--- src/rtl/adc_ovfl_monitor.sv ---
// Per-channel ADC overflow counter over a programmable sample window.
// Flags a channel when its count reaches the threshold and tracks the peak count per window.
module adc_ovfl_monitor #(
    parameter int unsigned NCH      = 1,
    parameter int unsigned CNT_BITS = 16,
    parameter int unsigned SEL_BITS = 3
) (
    input  logic                clk,
    input  logic                rst_n,
    input  logic                sample_en,
    input  logic [NCH-1:0]      ovfl_in,
    input  logic                cfg_wr,
    input  logic                cfg_sel,
    input  logic [CNT_BITS-1:0] cfg_data,
    input  logic                clr,
    output logic [NCH-1:0]      ovfl_pulse,
    output logic [NCH-1:0]      ovfl_sticky,
    output logic                any_ovfl,
    input  logic [SEL_BITS-1:0] peak_sel,
    output logic [CNT_BITS:0]   peak_cnt
);

    localparam int unsigned CW = CNT_BITS + 1;
    typedef logic [CW-1:0] cnt_t;

    logic [CNT_BITS-1:0] r_win_len, r_thresh, r_win_cnt;
    logic [CNT_BITS-1:0] w_win_len_d, w_thresh_d, w_win_cnt_d;
    cnt_t                r_cnt   [NCH];
    cnt_t                r_peak  [NCH];
    cnt_t                w_cnt_d [NCH];
    cnt_t                w_peak_d[NCH];
    cnt_t                w_final [NCH];
    cnt_t                w_thr_cmp;
    logic [NCH-1:0]      r_pulse, r_sticky, w_pulse_d, w_sticky_d;
    logic                w_len_wr, w_thr_wr, w_terminal, w_eval;

    always_comb begin
        w_len_wr    = cfg_wr & ~cfg_sel;
        w_thr_wr    = cfg_wr & cfg_sel;
        w_terminal  = sample_en & (r_win_cnt == r_win_len);
        // A window-length write discards the window, even on its terminal sample.
        w_eval      = w_terminal & ~w_len_wr;
        w_thr_cmp   = {1'b0, r_thresh};
        w_win_len_d = w_len_wr ? cfg_data : r_win_len;
        w_thresh_d  = w_thr_wr ? cfg_data : r_thresh;
        w_win_cnt_d = r_win_cnt;
        if (w_len_wr || w_terminal) begin
            w_win_cnt_d = '0;
        end else if (sample_en) begin
            w_win_cnt_d = r_win_cnt + CNT_BITS'(1);
        end
        for (int i = 0; i < NCH; i++) begin
            w_final[i] = r_cnt[i] + cnt_t'(ovfl_in[i]);
            w_cnt_d[i] = r_cnt[i];
            if (w_len_wr || w_terminal) begin
                w_cnt_d[i] = '0;
            end else if (sample_en) begin
                w_cnt_d[i] = w_final[i];
            end
            w_pulse_d[i]  = w_eval && (r_thresh != '0) && (w_final[i] >= w_thr_cmp);
            // A coincident evaluation overrides clr.
            w_sticky_d[i] = (r_sticky[i] & ~clr) | w_pulse_d[i];
            w_peak_d[i]   = clr ? '0 : r_peak[i];
            if (w_eval && (w_final[i] > w_peak_d[i])) begin
                w_peak_d[i] = w_final[i];
            end
        end
    end

    always_ff @(posedge clk or negedge rst_n) begin
        if (!rst_n) begin
            r_win_len <= '1;
            r_thresh  <= CNT_BITS'(1);
            r_win_cnt <= '0;
            r_pulse   <= '0;
            r_sticky  <= '0;
            for (int i = 0; i < NCH; i++) begin
                r_cnt[i]  <= '0;
                r_peak[i] <= '0;
            end
        end else begin
            r_win_len <= w_win_len_d;
            r_thresh  <= w_thresh_d;
            r_win_cnt <= w_win_cnt_d;
            r_pulse   <= w_pulse_d;
            r_sticky  <= w_sticky_d;
            for (int i = 0; i < NCH; i++) begin
                r_cnt[i]  <= w_cnt_d[i];
                r_peak[i] <= w_peak_d[i];
            end
        end
    end

    always_comb begin
        ovfl_pulse  = r_pulse;
        ovfl_sticky = r_sticky;
        any_ovfl    = |r_sticky;
        peak_cnt    = '0;
        for (int i = 0; i < NCH; i++) begin
            if (peak_sel == SEL_BITS'(i)) begin
                peak_cnt = r_peak[i];
            end
        end
    end

endmodule

--- config.mk ---
export PLATFORM = sky130hd
export DESIGN_NAME = adc_ovfl_monitor
export DESIGN_NICKNAME = d
export VERILOG_FILES = /design/src/rtl/adc_ovfl_monitor.sv
export SDC_FILE = /design/constraint.sdc
export NUM_CORES = 1
export LEC_CHECK = 0
export CORE_ASPECT_RATIO = 0.9
export CORE_MARGIN = 2
export CORE_UTILIZATION = 40
export DETAILED_ROUTE_END_ITERATION = 16
export PLACE_DENSITY = 0.58
export SLEW_MARGIN = 10
export SYNTH_ARGS = -nofsm -noshare
export SYNTH_HDL_FRONTEND = slang
export SYNTH_SLANG_ARGS = --single-unit
--- constraint.sdc ---
create_clock -name clk -period 3.3 [get_ports clk]
set_input_delay 0.33 -clock clk [delete_from_list [all_inputs] [get_ports clk]]
set_output_delay 0.33 -clock clk [all_outputs]
set_load 0.005 [all_outputs]
==> out/metrics.cfg <==
[global_routing]
grt_first_pass_wirelength_um = 20470
globalRouteOverflowTotal = 0
grt_antenna_before_repair = 0
gr-usage-all-layers_pct = 19.31
via_count_of_the_first_global_routing_pass = 3996
grt_max_degree = 37

[sta]
finalMaxSlewViolations = 0
setup-violations-final = 0
finalHoldViolCount = 0
timing.slew.headroom_pct = 53.18
finalWorstSetupSlack_ns = 0.05957
final_min_period_over_clock_period_pct = 98.19
fin_worst_skew_ns = 0.007147
final.min_clock_period_ns = 3.240
worstMarginPinSlew_ns = 0.6846
hold_slack_ns = 0.4646
max_clock_freq_ghz = 0.3086
rsz0062_at_grt = yes

[cts]
clk_pin_slew_worst_paths_ns = 0.06
tritoncts = done
cts_buffers = 9
cell_chosen_for_the_clock_root = clkbuf_16
clock_tree.buffer_depth = 2
cts_num_sinks = 84
clkLatencyLatePin_ns = 0.35
clock_tree.htree_level_count = 3

[floorplanning]
die_h_um = 111.8
design.portCount = 46
die_area_um2 = 13830
core_region_area_um2 = 12640
floorplan.initialDensity_pct = 40.84
num_rows = 39
die_w_um = 123.7

[worst_setup_path]
critPathArrivalTime_ns = 3.47
crit_fanout = 7
critPathCaptureType = register
startpoint_type = register
critical_path_class = register to register
req_time_crit_path_ns = 3.53

[cells_and_area]
layout-drive-gt1-share_pct = 22.29
regArea_um2 = 2123
insertedDiodeCount = 0
finish.net_count = 676
multiInputGateArea_um2 = 3004
layout.cells.most_common = nand2_1
area_delta_synth_final_pct = 28.97
most-common-layout-cells = nand2_1, dfrtp_1, nor2_1, buf_4, clkdlybuf4s50_1
finalInstanceArea_um2 = 6656
number_of_fill_cells = 1158

[synthesis]
syn_inst = 537
mappedNetlistNets = 590
synth.cell_area_um2 = 5161
synth_warnings = 0
adder_cell_share_of_the_synthesized_area_pct = 6.933
synth_area_per_cell_um2 = 9.611
synth_area_in_compound_gates_pct = 5.624
async_flop_share_pct = 100.0
synth_cell_types = 52
synth-simple-area-share_pct = 21.84
parity_gate_share_of_the_synthesized_area_counting_xor_and_xnor_cells_pct = 12.00
synth_top_family_by_area = simple AND/OR/NAND/NOR gates
synth_enable_flop_cells = 0
yosysSeqAreaShare_pct = 41.14
synth.mux.area_fraction_pct = 8.024
ys_seq_elements = 84
ys.flop_type = dfrtp_1

[pwr]
p_clk_share_pct = 38.8
pwr_density_cell_nw_per_um2 = 410.8
power_report.internal_total_mw = 1.973
sequentialPowerShare_pct = 44.4
netSwitchingFraction_pct = 27.83
net-switching-power_mw = 0.7610
p_leak_nw = 3.125
combinationalPowerShare_pct = 16.8
maximum_resistive_drop_on_vdd_mv = 0.4709

[route]
drt_pre_antenna_iters = 4
routed_wl_um = 12420
detail_route.vias_per_cell = 5.064
top_layer = met4
drc_errors = 0
met3_length_um = 463
drt-wirelength-per-cell_um = 15.68
routed_length_on_met1_um = 6059
routed-via-count = 4011
final_antenna_net_count = 0
dr_wl_met2_um = 5666
drt-initial-drc-count = 228

[placement]
dpl-instance-area_um2 = 6147
place.port_buffers = 45
routabilityCongestion = 0.8615
dp_worst_setup_slack_ns = -0.4761
hpwl_reported_at_the_end_of_detailed_placement_um = 9384

[worst_hold_path]
hold_crit_class = register to register

[flow_run]
cap_viol_max_count = 0

[outcome]
outcome = complete, no violations

-- cell type report --
class	count	share of cell area, %
Inverter	32	1.805
Sequential cell	84	31.90
Tap cell	164	3.083
Multi-Input combinational cell	399	45.13
Timing Repair Buffer	97	13.31
Clock inverter	3	0.3759
Clock buffer	13	4.399
-- synthesized netlist by cell type (16+ instances only) --
master,n,area (µm²)
dfrtp_1,67,1677
dfstp_2,17,446.7
nand2_1,69,259.0
nand4_1,21,131.4
mux2_2,23,259.0
and2_1,17,106.4
nor2_1,48,180.2
xnor2_1,28,245.2
ha_1,27,337.8
clkbuf_1,16,60.06
inv_1,32,120.1
xor2_1,35,306.5
-- kinds of logic (layout without fill, tap and decap cells) --
| logic type | Yosys count | in the layout |
|---|---|---|
| buffers and inverters | 54 | 145 |
| DFF | 84 | 84 |
| and+or+nand+nor | 227 | 227 |
| xor gates and xnor gates | 66 | 66 |
| AOI/OAI and AO/OA | 40 | 40 |
| muxes | 37 | 37 |
| adders and majority gates | 29 | 29 |
-- per-stage QoR --
step | total power [mW] | cells | TNS [ns] | utilization (%)
after CTS | 2.757 | 792 | 0 | 52.15
after detailed placement | 1.673 | 772 | -7.626 | 48.64
after floorplan | 1.488 | 537 | -0.1865 | -
final | 2.734 | 792 | 0 | 52.67
after global placement | 1.657 | 772 | -6.439 | 48.64
after global routing | 2.879 | 792 | -0.8173 | 52.67
-- power groups by stage --
| stage | registers [mW] | logic, mW | clock network, mW |
|---|---|---|---|
| finish | 1.21 | 0.459 | 1.06 |
| floorplan | 1.20 | 0.293 | 0 |
| detailed placement | 1.23 | 0.443 | 0 |
| global route | 1.23 | 0.516 | 1.14 |
| global placement | 1.23 | 0.430 | 0 |
| CTS | 1.21 | 0.451 | 1.10 |
-- worst paths after layout --
| kind | startpoint | end | slack [ns] | cells past startpoint |
|---|---|---|---|---|
| worst max-delay path | r_cnt[0]$_DFFE_PN0P_ | r_peak[15]$_DFF_PN0_ | 0.06 | 14 |
| worst min-delay path | r_win_len[10]$_DFFE_PN1P_ | r_win_len[10]$_DFFE_PN1P_ | 0.46 | 2 |
| worst max register to register | r_cnt[0]$_DFFE_PN0P_ | r_peak[15]$_DFF_PN0_ | 0.06 | 14 |
| worst min register to register | r_win_len[10]$_DFFE_PN1P_ | r_win_len[10]$_DFFE_PN1P_ | 0.46 | 2 |
| max in group asynchronous | rst_n | r_win_len[10]$_DFFE_PN1P_ | 2.05 | 3 |
| min in group asynchronous | rst_n | r_peak[15]$_DFF_PN0_ | 0.48 | 2 |
-- layer usage --
layer,global-route usage [%],vias to the layer above
met4,6.212,0
met3,4.098,16
met2,28.97,66
met1,27.73,1954
li1,-,1975
met5,0,-
-- repair_timing --
item,4_1_cts,5_1_grt
hold buffers,1,0
gates cloned,1,0
pin swaps,10,9
buffers inserted,2,0
gates resized for setup,15,16
hold endpoints to repair,30,0
endpoints found under the setup margin,12,17
-- sequential cells by signal (all words and copies together), names as in the netlist --
register / flops
r_win_cnt: 16
r_cnt: 17
ovfl_pulse: 1
r_peak: 17
r_win_len: 16
r_thresh: 16
any_ovfl: 1
-- worst max-delay path, cell delays in order, from the launching register on --
cell	delay, ns
dfrtp_1	0.38
ha_4	0.17
nand3_4	0.08
nor3_4	0.14
and3_4	0.20
and3_4	0.22
xor2_4	0.19
ha_4	0.23
o211ai_1	0.11
mux2i_2	0.15
o32ai_4	0.23
a21oi_2	0.10
o311ai_4	0.38
clkbuf_16	0.23
mux2_4	0.29
Power figures use the tool's default switching activity.
